===== src/rtl/gpio_debounce_ctrl.sv =====
// Push-button conditioning: 2-FF sync and debounce per channel, fixed-priority
// edge-event arbiter feeding a small valid/ready event FIFO with sticky overflow.
module gpio_debounce_ctrl #(
    parameter int unsigned NumIn          = 3,
    parameter int unsigned DebounceCycles = 60000,
    parameter int unsigned CntWidth       = 16,
    parameter int unsigned FifoDepth      = 4,
    localparam int unsigned IdW           = (NumIn > 1) ? $clog2(NumIn) : 1
) (
    input  logic             clk_i,
    input  logic             rst_ni,
    input  logic [NumIn-1:0] pin_i,
    output logic [NumIn-1:0] level_o,
    output logic             event_valid_o,
    input  logic             event_ready_i,
    output logic [IdW-1:0]   event_id_o,
    output logic             event_rise_o,
    output logic             overflow_o,
    input  logic             overflow_clr_i
);

    localparam int unsigned        PtrW    = $clog2(FifoDepth);
    localparam logic [CntWidth-1:0] CntLast = CntWidth'(DebounceCycles - 1);
    localparam logic [PtrW:0]       FullCnt = (PtrW + 1)'(FifoDepth);

    typedef enum logic {
        ST_STABLE = 1'b0,
        ST_CHECK  = 1'b1
    } deb_state_e;

    logic [NumIn-1:0]    r_sync1;
    logic [NumIn-1:0]    r_sync2;
    logic [NumIn-1:0]    r_level;
    logic [NumIn-1:0]    r_pend;
    logic [NumIn-1:0]    r_edge;
    deb_state_e          r_state [NumIn];
    logic [CntWidth-1:0] r_cnt   [NumIn];
    logic                r_overflow;

    deb_state_e          w_state_nxt [NumIn];
    logic [CntWidth-1:0] w_cnt_nxt   [NumIn];
    logic [NumIn-1:0]    w_toggle;

    logic [IdW-1:0]      r_mem_id   [FifoDepth];
    logic                r_mem_rise [FifoDepth];
    logic [PtrW:0]       r_wptr;
    logic [PtrW:0]       r_rptr;

    logic [PtrW:0]       w_count;
    logic                w_full;
    logic                w_empty;
    logic                w_pop;
    logic                w_push;
    logic [NumIn-1:0]    w_push_oh;
    logic [IdW-1:0]      w_push_idx;
    logic                w_push_rise;
    logic                w_ovf_set;

    // Debounce FSM: counts consecutive cycles the synchronised pin differs from level.
    always_comb begin
        for (int unsigned i = 0; i < NumIn; i++) begin
            w_state_nxt[i] = r_state[i];
            w_cnt_nxt[i]   = '0;
            w_toggle[i]    = 1'b0;
            case (r_state[i])
                ST_STABLE: begin
                    if (r_sync2[i] != r_level[i]) begin
                        w_state_nxt[i] = ST_CHECK;
                        w_cnt_nxt[i]   = CntWidth'(1);
                    end
                end
                ST_CHECK: begin
                    if (r_sync2[i] == r_level[i]) begin
                        w_state_nxt[i] = ST_STABLE;
                    end else if (r_cnt[i] == CntLast) begin
                        w_state_nxt[i] = ST_STABLE;
                        w_toggle[i]    = 1'b1;
                    end else begin
                        w_cnt_nxt[i] = r_cnt[i] + CntWidth'(1);
                    end
                end
                default: w_state_nxt[i] = ST_STABLE;
            endcase
        end
    end

    assign w_count = r_wptr - r_rptr;
    assign w_full  = (w_count == FullCnt);
    assign w_empty = (r_wptr == r_rptr);
    assign w_pop   = ~w_empty & event_ready_i;

    // Lowest pending index wins; fullness is judged before any pop this cycle.
    always_comb begin
        w_push_oh  = '0;
        w_push_idx = '0;
        w_push     = 1'b0;
        if (!w_full) begin
            for (int unsigned i = 0; i < NumIn; i++) begin
                if (r_pend[i] && !w_push) begin
                    w_push       = 1'b1;
                    w_push_oh[i] = 1'b1;
                    w_push_idx   = IdW'(i);
                end
            end
        end
    end

    assign w_push_rise = |(r_edge & w_push_oh);
    assign w_ovf_set   = |(w_toggle & r_pend & ~w_push_oh);

    always_ff @(posedge clk_i or negedge rst_ni) begin
        if (!rst_ni) begin
            r_sync1    <= '0;
            r_sync2    <= '0;
            r_level    <= '0;
            r_pend     <= '0;
            r_edge     <= '0;
            r_overflow <= 1'b0;
            for (int unsigned i = 0; i < NumIn; i++) begin
                r_state[i] <= ST_STABLE;
                r_cnt[i]   <= '0;
            end
        end else begin
            r_sync1 <= pin_i;
            r_sync2 <= r_sync1;
            r_level <= r_level ^ w_toggle;
            // A toggle on the push cycle re-arms pend with the new edge.
            r_pend  <= (r_pend & ~w_push_oh) | w_toggle;
            r_edge  <= (r_edge & ~w_toggle) | (~r_level & w_toggle);
            for (int unsigned i = 0; i < NumIn; i++) begin
                r_state[i] <= w_state_nxt[i];
                r_cnt[i]   <= w_cnt_nxt[i];
            end
            if (w_ovf_set) begin
                r_overflow <= 1'b1;
            end else if (overflow_clr_i) begin
                r_overflow <= 1'b0;
            end
        end
    end

    always_ff @(posedge clk_i or negedge rst_ni) begin
        if (!rst_ni) begin
            r_wptr <= '0;
            r_rptr <= '0;
            for (int unsigned k = 0; k < FifoDepth; k++) begin
                r_mem_id[k]   <= '0;
                r_mem_rise[k] <= 1'b0;
            end
        end else begin
            if (w_push) begin
                r_mem_id[r_wptr[PtrW-1:0]]   <= w_push_idx;
                r_mem_rise[r_wptr[PtrW-1:0]] <= w_push_rise;
                r_wptr                       <= r_wptr + (PtrW + 1)'(1);
            end
            if (w_pop) begin
                r_rptr <= r_rptr + (PtrW + 1)'(1);
            end
        end
    end

    assign level_o       = r_level;
    assign event_valid_o = ~w_empty;
    assign event_id_o    = r_mem_id[r_rptr[PtrW-1:0]];
    assign event_rise_o  = r_mem_rise[r_rptr[PtrW-1:0]];
    assign overflow_o    = r_overflow;

endmodule


===== config.mk =====
export PLATFORM = sky130hd
export DESIGN_NAME = gpio_debounce_ctrl
export DESIGN_NICKNAME = d
export VERILOG_FILES = /design/src/rtl/gpio_debounce_ctrl.sv
export SDC_FILE = /design/constraint.sdc
export NUM_CORES = 1
export LEC_CHECK = 0
export CORE_MARGIN = 2
export CORE_UTILIZATION = 49
export DETAILED_ROUTE_END_ITERATION = 10
export GPL_TIMING_DRIVEN = 0
export PLACE_DENSITY_LB_ADDON = 0.12
export SLEW_MARGIN = 30
export SYNTH_ARGS = -nofsm -noshare
export SYNTH_HDL_FRONTEND = slang
export SYNTH_SLANG_ARGS = --single-unit

===== constraint.sdc =====
create_clock -name clk_i -period 2.47 [get_ports clk_i]
set_clock_uncertainty 0.05 [all_clocks]
set_input_delay 0.6175 -clock clk_i [delete_from_list [all_inputs] [get_ports clk_i]]
set_output_delay 0.6175 -clock clk_i [all_outputs]
set_load 0.005 [all_outputs]

======== Word-level counts from Yosys, hierarchy flattened ========
Cells that the tools add are included.
word-level totals
  flip-flop bits (word level) ............. 85
  output and inout bits ................... 8
  logic and storage cells ................. 128
  bits of input ports ..................... 7
cells by class
  $add $sub $neg .......................... 6
  bitwise gates (word level) .............. 19
  $lt $le $gt $ge ......................... 3
  equality and inequality tests ........... 11
  reductions and logical operators ........ 8
  muxes and demuxes ....................... 59
operator list
  operator               number
  $mux 16                6
  $pmux 16 s2            3
  $add 16x1->16 const B  3
  $eq 16x16->1 const B   3
  $mux 1                 35
  $and 3x3->3            6
  $mux 2                 5
  $not 3->3              3
  $bwmux 8               1
  $add 3x1->3 const B    2
  $ge 3x3->1 const B     2
  $not 2->3              2
  $or 3x3->3             2
  $pmux 1 s2             3
  $reduce_or 3->1        2
  $bmux 2 s2             1
  $bwmux 4               1
  $demux 2 s2            1
  $not 1->1              4
  $eq 1x1->1             3
  $eq 3x3->1             1
  $eq 3x3->1 const B     1
  $logic_and 1x1->1      3
  $lt 3x1->1 const B     1
  9 further kinds        12

======== Longest topological paths before layout ========
  depth after elaboration ................. 15
  mapped depth ............................ 8
  depth with buffers taken out ............ 7

======== Worst setup path before layout ========
No wires, ideal clock.
  kind .................................... flip-flop to flip-flop
  start point ............................. register r_rptr[0]
  end point ............................... register r_mem_id[5] in the netlist's numbering
  setup time .............................. 0.132 ns
  buffers on the path ..................... 1
  data required time ...................... 2.288 ns
  stages on the path, launching flop included .. 8
  path slack .............................. 0.641 ns
  arrival time ............................ 1.647 ns
  clock period less this slack ............ 1.829 ns
  path through ............................ dfrtp_1 > ha_1 > nor2b_1 > xnor2_1 > nand2_1 > buf_2 > a31oi_1 > a31oi_1
between the ends
  word-level cells in the longest chain between the ends .. 4
  elaborated cells on any way between the ends .. 5
  those cells by class .................... add/sub: 1; eq/ne: 1; mux: 3
ends and longest elaborated chain
  what                             RTL line  text
  from (decl)                      47        logic [PtrW:0] r_rptr;
  from (signal assigned)           157       r_rptr <= r_rptr + (PtrW + 1)'(1);
  $sub 3x3->3 (*)                  87        assign w_count = r_wptr - r_rptr;
  $eq 3x3->1 (*)                   88        assign w_full = (w_count == FullCnt);
  $mux 2                           97        if (!w_full) begin
  $bwmux 8                         152       r_mem_id[r_wptr[PtrW-1:0]] <= w_push_idx;
  to (signal, indexed assignment)  152
  to (decl)                        44        logic [IdW-1:0] r_mem_id [FifoDepth];
Mark *: on every way between the ends. The rest lies on a longest branch, timed or not.
A chain may end at the register's enable or synchronous reset.

======== Worst setup path in the final report ========
  start point ............................. register r_rptr[0]
  end point ............................... output port event_id_o[0]
between the ends
  word-level cells in the longest chain between the ends .. 4
ends and longest elaborated chain
  what                                        RTL line  text
  $not 2->3 (implied by the code)             164       assign event_id_o = r_mem_id[r_rptr[PtrW-1:0]];
  $bmux 2 s2                                  164
  $mux 2 (implied by the code) (2 in series)  164
  to (decl)                                   16        output logic [IdW-1:0] event_id_o,
Every way passes these cells. The select of a mux whose other input is x is not followed.

==> out/metrics.yaml <==
power.total_uw: 2510
yosys.area_share.simple: 0.206
crit_type: "register to output pin"
power_density_nw_per_um2: 551
p_int_uw: 1980
final_nets: 424
area_growth_pct: 13.6
grt_pass1_wl_microns: 12300
cp-end-kind: "output pin"
required_ps: 1800
drc: 0
avgSynthCellArea_sq_um: 10.6
max_cap_violations: 0
drt_iter0_drc: 84
yosys.area_share.xor_xnor: 0.118
worstRegToRegCells: 7
layout_common_cells: "83 x dfrtp_1, 54 x nor2_1, 31 x nand2_1"
synth_ff_type: "dfrtp_1"
synth_top_family_by_area: "simple AND/OR/NAND/NOR gates"
avgViaCountPerCell: 5.26
fin_ws_ps: 157
clockBufferDepth: 2
die_y_microns: 94.5
crit_fanout: 3
finalCriticalPeriod_ps: 2310
synthCells: 377
start_util: 0.496
dieArea_sq_um: 8930
die_w_microns: 94.5
core_sq_um: 8090
layout-drive-gt1-share: 0.114
worst_pin_slew_ps: 558
cts.sinks: 85
holdBufCountCts: 0
final_common_cell: "dfrtp_1"
worstSetupStartpointType: "register"
maxSlewViolCount: 0
reg.largest.list: "r_cnt: 48 flops, r_mem_id: 8 flops, r_mem_rise: 4 flops"
outcome: "finished clean"
relSlewSlack: 0.623
synth_cell_types: 48
clk_pin_slew_ps: 80
largest_register: "r_cnt"
p_seq_frac: 0.563
yosysSeqAreaShare: 0.530
wl_microns: 6900
routedWlPerCell_microns: 13.3
power.share.clock: 0.406
period_share: 0.936
ys_ff_latch: 85
largest_reg_flops: 48
synth_area_sq_um: 4010
grt_max_degree: 44
clk_latency_ps: 340
pwr-share-comb: 0.031
setup_viol: 0
switching_share: 0.211
first_pass_iters: 6
rsz0062_at_grt: "no"
timing.rr.end: "r_cnt[25]"
grt_usage: 0.175
ir_drop_v: 0.000268
grt_overflow_total: 0
async_reset_ff_frac: 1.00
htreeDepth: 3
cts-root-buf: "clkbuf_8"
reg2reg_from: "r_cnt[16]"
synth_compound_area_frac: 0.0683
synth_edf_count: 0
dpl.hpwl_microns: 4820
diodes: 0
io_buffer_count: 14
hold_viol: 0
synth_fa_ha_area_frac: 0.0312
yosys_warnings: 0
cts_made_buffers: 9
tritoncts: "done"
grt_antenna_before_repair: 0
gp_congestion: 0.836
grt_pass1_vias: 2618
synth.net_count: 394
dp_slack_ps: 165
io_pins: 15
power.net_switching_uw: 531
ant_nets: 0
via_count: 2718
post-route-util: 0.563
fp-row-count: 33
p_leak_uw: 0.00198
r2r_slack_ps: 400
hold_class: "input pin to async pin"
synth.area.mux_share: 0.0221
fmax_ghz: 0.432
critPathArrivalTime_ps: 1650
[stage by stage]
stage,instance area (sq um),hold slack [ps],TNS (ps),cells
final,4560,115,0,517
after detailed placement,4300,293,0,497
after global routing,4560,147,0,517
after CTS,4560,137,0,517
after global placement,4280,282,-202590,496
after floorplan,4010,272,0,377
[worst max path at each step]
| stage | from | endpoint | slack, ps |
|---|---|---|---|
| final | r_rptr[0] | event_id_o[0] | 160 |
| after global routing | r_rptr[0] | event_id_o[0] | 100 |
| after CTS | r_rptr[0] | event_id_o[0] | 140 |
| after detailed placement | r_rptr[0] | event_valid_o | 160 |
| after global placement | rst_ni | r_cnt[13] | -2390 |
| after floorplan | r_rptr[0] | r_mem_id[5] | 640 |
[cell type report]
type                            instances  area, sq um
Fill cell                             753         3530
Timing Repair Buffer                   19          199
Multi-Input combinational cell        270         1790
Buffer                                  9         50.0
Sequential cell                        85         2130
Inverter                               13         48.8
Clock buffer                           13          169
Tap cell                              105          131
Clock inverter                          3         42.5
[synth_stat cells (4+ instances only)]
master | count | share of area
dfrtp_1 | 85 | 0.53
nor2_1 | 54 | 0.051
nand2_1 | 32 | 0.030
xor2_1 | 27 | 0.059
xnor2_1 | 25 | 0.055
nand3_1 | 17 | 0.021
inv_1 | 13 | 0.012
and3_1 | 10 | 0.016
ha_1 | 10 | 0.031
a21oi_1 | 9 | 0.011
o21ai_0 | 9 | 0.011
a31oi_1 | 8 | 0.012
nand4_1 | 8 | 0.012
nor3_1 | 5 | 0.0062
a32oi_1 | 4 | 0.0087
and2_1 | 4 | 0.0062
and4_1 | 4 | 0.0087
buf_2 | 4 | 0.0050
o2bb2ai_1 | 4 | 0.0087
or3_1 | 4 | 0.0062
[critical path, stage by stage (launching register included)]
cell           delay, ps
dfrtp_2              410
buf_12               120
mux4_2               480
dlygate4sd2_1        280
[routing by layer]
metal,vias to the layer above,routed length [microns],global-route usage
met5,-,0,0
met4,0,100,0.0652
met3,9,169,0.0303
met2,27,3180,0.270
met1,1333,3450,0.248
li1,1349,-,-
[power by group through the flow]
stage	combinational, uW	sequential (uW)	clock [uW]
floorplan	33.1	1440	0
global placement	78.1	1440	0
detailed placement	83.2	1440	0
CTS	83.1	1410	1060
global route	93.1	1420	1120
finish	78.8	1410	1020
[kinds of logic after synthesis]
| group | Yosys count |
|---|---|
| fa+ha+maj | 10 |
| flops | 85 |
| xor+xnor | 53 |
| compound gates | 42 |
| buf+inv | 22 |
| mux | 5 |
| simple gates | 160 |
[timing repair]
action                                  CTS  global route
buffers inserted                          4             0
endpoints found under the setup margin    4             0
gates resized for setup                   9             0
Power figures use the tool's default switching activity.
